--- config.mk ---
export PLATFORM = sky130hd
export DESIGN_NAME = si53xx_cfg_sequencer
export DESIGN_NICKNAME = d
export VERILOG_FILES = /design/src/rtl/si53xx_cfg_sequencer.sv
export SDC_FILE = /design/constraint.sdc
export NUM_CORES = 1
export LEC_CHECK = 0
export CORE_MARGIN = 1.5
export CORE_UTILIZATION = 47
export CTS_CLUSTER_DIAMETER = 50
export CTS_CLUSTER_SIZE = 16
export DETAILED_ROUTE_END_ITERATION = 7
export PLACE_DENSITY = 0.79
export SLEW_MARGIN = 10
export SYNTH_ARGS = -nofsm -noshare
export SYNTH_HDL_FRONTEND = slang
export SYNTH_SLANG_ARGS = --single-unit
--- constraint.sdc ---
create_clock -name clk -period 2.1 [get_ports clk]
set_clock_uncertainty 0.1 [all_clocks]
set_input_delay 0.21 -clock clk [delete_from_list [all_inputs] [get_ports clk]]
set_output_delay 0.21 -clock clk [all_outputs]
set_load 0.03 [all_outputs]
--- src/rtl/si53xx_cfg_sequencer.sv ---
// si53xx_cfg_sequencer
//   Boot-time master for si53xx_spi_interface. Resets the interface, streams an
//   {addr,data} table from ROM as register writes, pulses the PLL reset, then
//   polls the status register until loss-of-lock clears or the poll budget runs out.
// Ports
//   clk, reset        clock, asynchronous active-high reset
//   start             1-cycle pulse, accepted only when idle
//   busy/done/error   sequence status; done/error sticky until the next start
//   err_code          0 none, 1 write timeout, 2 read timeout, 3 no lock
//   rom_addr/rom_data table index / entry (entry valid one cycle after index)
//   if_*              request/response handshake to the SPI interface
//   pll_reset         PLL reset, active-high
module si53xx_cfg_sequencer #(
  parameter int unsigned ROM_AW       = 8,
  parameter int unsigned IF_RST_CYC   = 16,
  parameter int unsigned PLL_RST_CYC  = 100,
  parameter int unsigned POLL_GAP_CYC = 1000,
  parameter int unsigned MAX_POLLS    = 64,
  parameter int unsigned XFER_TMO_CYC = 4096,
  parameter logic [7:0]  STATUS_ADDR  = 8'hDA,
  parameter logic [7:0]  LOL_MASK     = 8'h10
) (
  input  logic              clk,
  input  logic              reset,
  input  logic              start,
  output logic              busy,
  output logic              done,
  output logic              error,
  output logic [1:0]        err_code,
  output logic [ROM_AW-1:0] rom_addr,
  input  logic [15:0]       rom_data,
  output logic              if_reset,
  output logic              if_read,
  output logic              if_write,
  output logic [7:0]        if_addr,
  output logic [7:0]        if_wdata,
  input  logic [7:0]        if_rdata,
  input  logic              if_done,
  output logic              pll_reset
);

  localparam int unsigned MAX_A   = (IF_RST_CYC > PLL_RST_CYC) ? IF_RST_CYC : PLL_RST_CYC;
  localparam int unsigned MAX_B   = (POLL_GAP_CYC > XFER_TMO_CYC) ? POLL_GAP_CYC : XFER_TMO_CYC;
  localparam int unsigned CNT_MAX = (MAX_A > MAX_B) ? MAX_A : MAX_B;
  localparam int unsigned CNT_W   = $clog2(CNT_MAX + 1);
  localparam int unsigned POLL_W  = $clog2(MAX_POLLS + 1);

  typedef enum logic [3:0] {
    S_IDLE, S_IF_RST, S_FETCH, S_ROM_WAIT, S_WAIT_WR,
    S_PLL_RST, S_GAP, S_WAIT_RD, S_DONE, S_ERROR
  } state_t;

  state_t              r_state, w_state;
  logic [CNT_W-1:0]    r_cnt, w_cnt;
  logic [POLL_W-1:0]   r_poll, w_poll;
  logic                r_busy, w_busy, r_done, w_done, r_error, w_error;
  logic [1:0]          r_err_code, w_err_code;
  logic [ROM_AW-1:0]   r_rom_addr, w_rom_addr;
  logic                r_if_reset, w_if_reset, r_if_read, w_if_read, r_if_write, w_if_write;
  logic [7:0]          r_if_addr, w_if_addr, r_if_wdata, w_if_wdata;
  logic                r_pll_reset, w_pll_reset;

  // State and every output are registered together.
  always_ff @(posedge clk or posedge reset) begin
    if (reset) begin
      r_state     <= S_IDLE;
      r_cnt       <= '0;
      r_poll      <= '0;
      r_busy      <= 1'b0;
      r_done      <= 1'b0;
      r_error     <= 1'b0;
      r_err_code  <= 2'd0;
      r_rom_addr  <= '0;
      r_if_reset  <= 1'b1;
      r_if_read   <= 1'b0;
      r_if_write  <= 1'b0;
      r_if_addr   <= 8'h00;
      r_if_wdata  <= 8'h00;
      r_pll_reset <= 1'b0;
    end else begin
      r_state     <= w_state;
      r_cnt       <= w_cnt;
      r_poll      <= w_poll;
      r_busy      <= w_busy;
      r_done      <= w_done;
      r_error     <= w_error;
      r_err_code  <= w_err_code;
      r_rom_addr  <= w_rom_addr;
      r_if_reset  <= w_if_reset;
      r_if_read   <= w_if_read;
      r_if_write  <= w_if_write;
      r_if_addr   <= w_if_addr;
      r_if_wdata  <= w_if_wdata;
      r_pll_reset <= w_pll_reset;
    end
  end

  // Next-state and next-output logic; request strobes default low so each lasts one cycle.
  always_comb begin
    w_state     = r_state;
    w_cnt       = r_cnt;
    w_poll      = r_poll;
    w_busy      = r_busy;
    w_done      = r_done;
    w_error     = r_error;
    w_err_code  = r_err_code;
    w_rom_addr  = r_rom_addr;
    w_if_reset  = r_if_reset;
    w_if_read   = 1'b0;
    w_if_write  = 1'b0;
    w_if_addr   = r_if_addr;
    w_if_wdata  = r_if_wdata;
    w_pll_reset = r_pll_reset;
    case (r_state)
      S_IDLE: begin
        if (start) begin
          w_state    = S_IF_RST;
          w_busy     = 1'b1;
          w_done     = 1'b0;
          w_error    = 1'b0;
          w_err_code = 2'd0;
          w_rom_addr = '0;
          w_if_reset = 1'b1;
          w_cnt      = '0;
        end
      end
      S_IF_RST: begin
        if (r_cnt == CNT_W'(IF_RST_CYC - 1)) begin
          w_if_reset = 1'b0;
          w_cnt      = '0;
          w_state    = S_FETCH;
        end else begin
          w_cnt = r_cnt + CNT_W'(1);
        end
      end
      S_FETCH: w_state = S_ROM_WAIT;
      S_ROM_WAIT: begin
        w_cnt = '0;
        if (rom_data == 16'hFFFF) begin
          w_pll_reset = 1'b1;
          w_state     = S_PLL_RST;
        end else begin
          w_if_addr  = rom_data[15:8];
          w_if_wdata = rom_data[7:0];
          w_if_write = 1'b1;
          w_state    = S_WAIT_WR;
        end
      end
      S_WAIT_WR: begin
        // Completion takes priority over a coincident timeout.
        if (if_done) begin
          w_cnt = '0;
          if (&r_rom_addr) begin
            w_pll_reset = 1'b1;
            w_state     = S_PLL_RST;
          end else begin
            w_rom_addr = r_rom_addr + ROM_AW'(1);
            w_state    = S_FETCH;
          end
        end else if (r_cnt == CNT_W'(XFER_TMO_CYC - 1)) begin
          w_err_code = 2'd1;
          w_state    = S_ERROR;
        end else begin
          w_cnt = r_cnt + CNT_W'(1);
        end
      end
      S_PLL_RST: begin
        if (r_cnt == CNT_W'(PLL_RST_CYC - 1)) begin
          w_pll_reset = 1'b0;
          w_cnt       = '0;
          w_poll      = '0;
          w_state     = S_GAP;
        end else begin
          w_cnt = r_cnt + CNT_W'(1);
        end
      end
      S_GAP: begin
        if (r_cnt == CNT_W'(POLL_GAP_CYC - 1)) begin
          w_if_addr = STATUS_ADDR;
          w_if_read = 1'b1;
          w_cnt     = '0;
          w_state   = S_WAIT_RD;
        end else begin
          w_cnt = r_cnt + CNT_W'(1);
        end
      end
      S_WAIT_RD: begin
        if (if_done) begin
          w_cnt = '0;
          if ((if_rdata & LOL_MASK) == 8'h00) begin
            w_state = S_DONE;
          end else begin
            w_poll = r_poll + POLL_W'(1);
            if (r_poll == POLL_W'(MAX_POLLS - 1)) begin
              w_err_code = 2'd3;
              w_state    = S_ERROR;
            end else begin
              w_state = S_GAP;
            end
          end
        end else if (r_cnt == CNT_W'(XFER_TMO_CYC - 1)) begin
          w_err_code = 2'd2;
          w_state    = S_ERROR;
        end else begin
          w_cnt = r_cnt + CNT_W'(1);
        end
      end
      S_DONE: begin
        w_done  = 1'b1;
        w_busy  = 1'b0;
        w_cnt   = '0;
        w_state = S_IDLE;
      end
      S_ERROR: begin
        w_error     = 1'b1;
        w_busy      = 1'b0;
        w_if_reset  = 1'b1;
        w_pll_reset = 1'b0;
        w_cnt       = '0;
        w_state     = S_IDLE;
      end
      default: w_state = S_IDLE;
    endcase
  end

  assign busy      = r_busy;
  assign done      = r_done;
  assign error     = r_error;
  assign err_code  = r_err_code;
  assign rom_addr  = r_rom_addr;
  assign if_reset  = r_if_reset;
  assign if_read   = r_if_read;
  assign if_write  = r_if_write;
  assign if_addr   = r_if_addr;
  assign if_wdata  = r_if_wdata;
  assign pll_reset = r_pll_reset;

endmodule

# Word level (Yosys, flattened, before mapping)
# Cells that the tools add are included.
# totals
wordCells	132
output_inout_bits	33
regBits	57
in_bits	28
# op_classes
n_bitwise	1
muxes	54
n_reduce_logical	28
addsub	3
eq_ne	32
# ops
cell	n
2-to-1 mux 13 bit	6
one-hot mux 13 bit (6 select lines)	1
2-to-1 mux 8 bit	5
2-to-1 mux 4 bit	9
one-hot mux 4 bit (8 select lines)	1
one-hot mux 8 bit (2 select lines)	2
inequality test 2 bit (second input constant)	13
2-to-1 mux 7 bit	3
== test 16 bit (second input constant)	1
== test 4 x 3 -> 1 bit (second input constant)	4
2-to-1 mux 2 bit	7
one-hot mux 7 bit (2 select lines)	1
adder 13 x 1 -> 13 bit (second input constant)	1
== test 13 x 10 -> 1 bit (second input constant)	1
== test 13 x 12 -> 1 bit (second input constant)	1
== test 13 x 4 -> 1 bit (second input constant)	1
== test 13 x 7 -> 1 bit (second input constant)	1
2-to-1 mux 1 bit	12
inequality test 3 bit (second input constant)	4
AND reduction 4 bit	3
nonzero test 2 bit	6
AND reduction 3 bit	3
adder 8 x 1 -> 8 bit (second input constant)	1
== test 4 x 2 -> 1 bit (second input constant)	2
21 further kinds	29

# Longest topological paths before layout
# Gate-level depths: netlist of run 1.
# logic_depth
depth_word	5
mapped_depth	9
mapped_depth_nobuf	7

# Least setup slack after synthesis of run 1
# OpenSTA, ideal clock, no wires.
# synth_timing
kind	register to register
from	register r_cnt[0]
to	register r_cnt[11]
required_time_ns	1.874
setup_time_ns	0.126
period_less_slack_ns	2.138
path_buffers	0
arrival_ns	1.912
path_stages_with_launch	8
setup_slack_ns	-0.038
path_cell_list	dfrtp_1 ha_1 nand4b_1 or4_1 a21o_1 a21oi_4 and3b_1 a221o_1
# synth_between
elab_chain_cells	4
elab_cells_between_ends	13
classes_between	add/sub (1); eq/ne (5); mux (6); reduce/logical (1)
# synth_rtl
item	line	source
from (decl)	54	logic [CNT_W-1:0] r_cnt, w_cnt;
from (signal assigned)	82	r_cnt <= w_cnt;
adder 13 x 1 -> 13 bit	-	
2-to-1 mux 13 bit	160, 201	
2-to-1 mux 13 bit	151	if (if_done) begin
one-hot mux 13 bit (6 select lines)	114	case (r_state)
# Parallel ways exist; a longest one is shown, timed or not. The select of a mux whose other input is x is not followed.
# A chain may end at the register's enable or synchronous reset.

# Final worst setup path of run 1
# Ends and elaborated chain as after synthesis.

==> flow_summary.json, run 1 <==
{
  "status": "finished with violations",
  "violations": "negative setup slack",
  "seqPwrFrac": 0.271,
  "drtPass1Iterations": 5,
  "die_y_um": 84.5,
  "path_clk_slew_ns": 0.08,
  "first_global_vias": 3073,
  "dr_total_vias": 3139,
  "clk_path_buf_depth": 2,
  "seq_area_frac_synth": 0.457,
  "ant_nets": 0,
  "antenna_found_initial": 0,
  "cts_tree": "done",
  "dp_hpwl_um": 6070,
  "worstSetupStartpointType": "flop",
  "power.total_mw": 5.79,
  "fin_util": 0.699,
  "max_freq_ghz": 0.448,
  "dieArea_um2": 7150,
  "power_density_nw_per_um2": 1300,
  "grt_overflow_total": 0,
  "combPwrFrac": 0.525,
  "grt.total_usage": 0.239,
  "netlist_area_um2": 3130,
  "multi_input_area_um2": 1660,
  "seq_area_um2": 1430,
  "tightest_slew_ns": 0.603,
  "hp-class": "input pin to asynchronous set/reset pin",
  "place_area_um2": 4110,
  "yosysTopAreaCellShare": 0.448,
  "pwr-share-clk": 0.204,
  "first_iter_violations": 278,
  "place_congestion": 0.856,
  "synth-edff-count": 0,
  "slew_viol_final": 0,
  "p_leak_nw": 1.99,
  "finalHoldWorstSlack_ns": 0.132,
  "maxSlewHeadroom": 0.594,
  "wirelength_um": 8450,
  "initial_core_util": 0.489,
  "min_period_over_period": 1.06,
  "grt_max_degree": 58,
  "ys_seq_elements": 57,
  "synthArstFlopShare": 1.00,
  "critical_path.endpoint_type": "flop",
  "fp.coreArea_um2": 6390,
  "htreeDepth": 3,
  "placementRows": 29,
  "layout-drive-gt1-share": 0.229,
  "wl_per_cell_um": 15.4,
  "rr_startpoint": "r_cnt[0]",
  "synth_area_per_cell_um2": 8.78,
  "worstPathArrival_ns": 2.37,
  "synth.most_common_cell": "nand2_1",
  "drv_cap": 0,
  "drcViolationCount": 0,
  "dp_slack_ns": -0.104,
  "synth_top_area_cell": "dfrtp_1",
  "pin_count": 61,
  "synth-main-ff-cell": "dfrtp_1",
  "crit_fanout": 6,
  "fin_nets": 498,
  "yosys-top-cells-area": "dfrtp_1 (45%), nand2_1 (7.4%), nor2_1 (3.7%)",
  "cts_root_buf": "clkbuf_8",
  "diodes": 0,
  "grt_pass1_wl_um": 13800,
  "cp-startpoint": "r_cnt[0]",
  "syn_to_final_growth_pct": 42.8,
  "routed_via_density": 5.72,
  "vdd_drop_max_mv": 0.976,
  "setup_ws_ns": -0.135,
  "rsz0062_at_grt": "yes",
  "p_int_mw": 3.43,
  "clock_sinks": 57,
  "crit_type": "flop to flop",
  "yosysWarnings": 0,
  "numCtsBuffers": 9,
  "synthTopCellsByCount": "nand2_1 (62), dfrtp_1 (56), nor2_1 (31), o21ai_0 (21), a21oi_1 (20)",
  "clkLatencyLatePin_ns": 0.35,
  "setup_viol": 15,
  "final_cell_area_um2": 4460,
  "ys_types": 56,
  "p_sw_mw": 2.36,
  "portBuffers": 53,
  "syn-num-nets": 387,
  "fill_cells": 489,
  "syn_inst": 356,
  "critPathRequiredTime_ns": 2.23,
  "hold_viol": 0,
  "fin_crit_ns": 2.23,
  "die_width_um": 84.5,
  "swShare": 0.407
}
[state kept, by name, summed over array words and instances (netlist names), 2 cells and up]
signal    flops
rom_addr      8
if_wdata      8
if_addr       8
r_state       4
err_code      2
r_cnt        13
r_poll        7
[metal layers]
| metal | vias to the layer above | wire length, um | track usage |
|---|---|---|---|
| met2 | 90 | 4400 | 0.405 |
| met4 | 0 | 131 | 0.113 |
| met3 | 12 | 407 | 0.0452 |
| li1 | 1513 | - | - |
| met1 | 1524 | 3520 | 0.295 |
| met5 | - | 0 | 0 |
[logic make-up after synthesis]
logic type | count (synthesis) | synth area share
compound gates | 90 | 0.197
xor+xnor | 9 | 0.0252
fa+ha+maj | 3 | 0.0120
buf+inv | 25 | 0.0360
flops | 57 | 0.457
mux | 1 | 0.00360
simple gates | 171 | 0.270
[power groups by stage]
stage          registers (mW)  clock network (mW)  logic (mW)
2_1_floorplan            1.96                   0        1.27
3_3_place_gp             1.56                   0        2.74
3_5_place_dp             1.58                   0        2.82
4_1_cts                  1.56                1.19        2.91
5_1_grt                  1.60                1.24        3.27
6_report                 1.57                1.18        3.04
[final timing paths]
kind / endpoint / cells after the start / slack (ns)
worst min-delay path: if_wdata[1] / 3 / 0.13
max in group asynchronous: if_reset / 3 / 1.47
min in group clk: if_wdata[5] / 3 / 0.32
worst max register to register: r_cnt[11] / 7 / -0.13
worst max-delay path: r_cnt[11] / 7 / -0.13
worst min register to register: if_wdata[0] / 2 / 0.38
[metrics by stage]
| stage | std cells | setup TNS (ns) |
|---|---|---|
| after detailed placement | 526 | -0.747 |
| after global routing | 549 | -2.75 |
| after CTS | 545 | -0.625 |
| final | 549 | -0.624 |
| after floorplan | 356 | 0 |
| after global placement | 526 | -0.104 |
[critical path, stage by stage, from the launching register on]
cell      delay, ns
dfrtp_1        0.36
ha_2           0.20
nand4b_1       0.12
or4_1          0.41
a21o_1         0.21
a21oi_4        0.24
and3b_1        0.22
a221o_1        0.26
[layout make-up]
class | count | share of cell area
Clock buffer | 9 | 0.0278
Clock inverter | 7 | 0.0227
Inverter | 8 | 0.00673
Multi-Input combinational cell | 274 | 0.371
Sequential cell | 57 | 0.320
Tap cell | 77 | 0.0216
Timing Repair Buffer | 117 | 0.230
[repair_timing]
item | CTS | global route
buffers inserted | 3 | 4
setup endpoints to repair | 16 | 36
hold buffers | 0 | 0
hold endpoints to repair | 0 | 0
resized for setup | 7 | 18
pin swaps | 4 | 5
[cell usage in the layout, fill, tap and decap left out, types with 3 or more instances in the layout]
| cell | n |
|---|---|
| a21o_1 | 5 |
| a21oi_1 | 20 |
| a221o_1 | 3 |
| a22o_1 | 9 |
| a31oi_1 | 3 |
| and2_1 | 4 |
| and3_1 | 7 |
| and4_1 | 3 |
| buf_4 | 62 |
| clkbuf_8 | 9 |
| clkdlybuf4s50_1 | 53 |
| dfrtp_1 | 55 |
| inv_1 | 7 |
| nand2_1 | 62 |
| nand2b_1 | 4 |
| nand3_1 | 16 |
| nand4_1 | 9 |
| nor2_1 | 29 |
| nor2_2 | 4 |
| nor2b_1 | 5 |
| nor3_1 | 6 |
| o21ai_0 | 16 |
| o21ai_1 | 4 |
| o21ai_2 | 3 |
| o22a_1 | 5 |
| o2bb2ai_1 | 3 |
| o31ai_1 | 3 |
| or3_1 | 4 |
| xnor2_1 | 3 |
| xor2_1 | 6 |
Note: power is estimated with default switching activity, not from simulation.
==> run 2: changes to the inputs <==
--- a/config.mk
+++ b/config.mk
@@ -5,6 +5,7 @@
 export SDC_FILE = /design/constraint.sdc
 export NUM_CORES = 1
 export LEC_CHECK = 0
+export ABC_AREA = 0
 export CORE_MARGIN = 1.5
 export CORE_UTILIZATION = 47
 export CTS_CLUSTER_DIAMETER = 50
==> results of run 2 <==
Same layout as run 1: the final DEF is identical, and so are final timing and power.
==> RTL change: new RTL, config.mk and constraints of run 1 <==
Re-encode `state_t` (10 states) as one-hot, 10 bits wide.
--- a/src/rtl/si53xx_cfg_sequencer.sv
+++ b/src/rtl/si53xx_cfg_sequencer.sv
@@ -46,7 +46,7 @@
   localparam int unsigned POLL_W  = $clog2(MAX_POLLS + 1);
 
-  typedef enum logic [3:0] {
-    S_IDLE, S_IF_RST, S_FETCH, S_ROM_WAIT, S_WAIT_WR,
-    S_PLL_RST, S_GAP, S_WAIT_RD, S_DONE, S_ERROR
+  typedef enum logic [9:0] {
+    S_IDLE = 10'b0000000001, S_IF_RST = 10'b0000000010, S_FETCH = 10'b0000000100, S_ROM_WAIT = 10'b0000001000, S_WAIT_WR = 10'b0000010000,
+    S_PLL_RST = 10'b0000100000, S_GAP = 10'b0001000000, S_WAIT_RD = 10'b0010000000, S_DONE = 10'b0100000000, S_ERROR = 10'b1000000000
   } state_t;
 
Check against the original RTL: same outputs for any inputs over 10 cycles, from zero or initial values and one cycle with reset high; not proved beyond that.
==> RTL change against run 1 <==
The flow still finishes with violations (negative setup slack). Synthesized area is 6.9% higher. Clock power fell by 10%. First-iteration DRC count increased by 12%. Total power is 11% lower. Count of clock-buffer cells in the layout up 1. Setup slack worse by 220 ps. Routed wire length rose by 41%. Cell area up 18%. Sequential power up 6%. Sequential cell count grew 6. Highest routed layer unchanged.
==> RTL change: results (changes against run 1) <==
- Outcome: finished, violations left (unchanged)
- Failing checks: negative setup slack (unchanged)
- Largest net degree at the start of global routing: 64 (was 58)
- DP HPWL: 7.00 mm (was 6.07 mm)
- DRT iter0 DRCs: 312 (was 278)
- Leakage: 2.29 nW (was 1.99 nW)
- FILL cells: 407 (was 489)
- Vias in the first global route: 3339 (was 3073)
- DR pass1 iterations: 6 (was 5)
- CP max FO: 5 (was 6)
- Total GRT Usage: 0.265 (was 0.239)
- GP Congestion: 0.914 (was 0.856)
- Register area share after synthesis: 0.473 (was 0.457)
- Async SR Flop Fraction: 1.00 (unchanged)
- CP arrival: 2600 ps (was 2370 ps)
- Final setup TNS: -7060 ps (was -624 ps)
- Total wire length: 11.9 mm (was 8.45 mm)
- Net Count, Synth: 399 (was 387)
- Fraction of layout instances using a drive strength above 1: 0.373 (was 0.229)
- Synth top cells by count: dfrtp_1 (61), nor2_1 (46), nand2_1 (39) (was nand2_1 (62), dfrtp_1 (56), nor2_1 (31))
- Worst-Skew Late Latency: 370 ps (was 350 ps)
- Via count: 3661 (was 3139)
- VDD IR max: 0.915 mV (was 0.976 mV)
- Max-Slew Margin vs Limit: 0.573 (was 0.594)
- Inserted Diodes: 0 (unchanged)
- Area contributors post-synth: dfrtp_1 (46%), nor2_1 (5.2%), nand2_1 (4.4%) (was dfrtp_1 (45%), nand2_1 (7.4%), nor2_1 (3.7%))
- Int Power: 0.00315 W (was 0.00343 W)
- Post-layout nets: 536 (was 498)
- Unique masters post-synth: 56 (unchanged)
- Worst setup slack after layout: -357 ps (was -135 ps)
- First-pass GRT wire length: 15.6 mm (was 13.8 mm)
- # setup viols final: 41 (was 15)
- Yosys warnings: 0 (unchanged)
RTL change: cell types whose count changed in the layout (fill, tap and decap cells not counted), moves of 10 or more:
cell     change
buf_4       +17
buf_6       +10
nand2_1     -27
o21ai_0     -10
a21oi_1     -11
RTL change: kinds of logic after synthesis:
kind of cell	Yosys count	synth area share
buf+inv	34	0.0434
flops	63	0.473
mux	9	0.0296
fa+ha+maj	3	0.0112
simple gates	177	0.276
compound gates	68	0.131
xor+xnor	14	0.0367
RTL change: power groups by stage:
stage	Clock [W]	Combinational [W]	Sequential, W
CTS	0.00104	0.00215	0.00163
detailed placement	0	0.00202	0.00165
finish	0.00106	0.00245	0.00167
global placement	0	0.00197	0.00164
floorplan	0	0.000895	0.00195
global route	0.00112	0.00257	0.00168
RTL change: metal layers:
metal | up-vias | wire length (um) | global-route usage
met5 | - | 0 | 0
met4 | 0 | 610 | 0.104
met3 | 79 | 876 | 0.0900
met2 | 234 | 5980 | 0.431
met1 | 1752 | 4410 | 0.322
li1 | 1596 | - | -
RTL change: through the flow:
step	cells	hold slack, ps	setup slack [ps]	area (um^2)	utilization
after global routing	606	163	-394	5260	0.769
after global placement	565	352	-312	4540	0.665
after CTS	586	147	-345	4840	0.709
after detailed placement	565	372	-440	4540	0.665
final	606	124	-357	5260	0.769
after floorplan	368	181	-310	3490	-
RTL change: final timing paths:
kind | cells past startpoint | end | startpoint
min in group clk | 3 | if_addr[2] | rom_data[10]
hold reg to reg | 2 | if_addr[0] | if_addr[0]
setup / recovery | 7 | r_cnt[6] | r_cnt[4]
setup reg to reg | 7 | r_cnt[6] | r_cnt[4]
hold / removal | 3 | if_wdata[4] | reset
max in group asynchronous | 3 | if_reset | reset
RTL change: critical path, stage by stage (launching register included):
cell and delay (ps):
dfrtp_1 410, nor4_4 330, or3b_4 420, and2_4 150, or4_4 530, buf_6 160
a21oi_4 140, mux2i_1 90
RTL change: what timing repair did:
action,CTS,global route
pin swaps,16,20
gates cloned,0,1
buffers inserted,5,20
setup endpoints to repair,40,52
gates resized for setup,22,66
endpoints found under the hold margin,0,0
RTL change: final cells by class:
cell class / instances / share of cell area
Multi-Input combinational cell: 272 / 0.384
Sequential cell: 63 / 0.302
Timing Repair Buffer: 145 / 0.245
Clock buffer: 10 / 0.0243
Tap cell: 96 / 0.0229
Clock inverter: 6 / 0.0117
Inverter: 14 / 0.0100
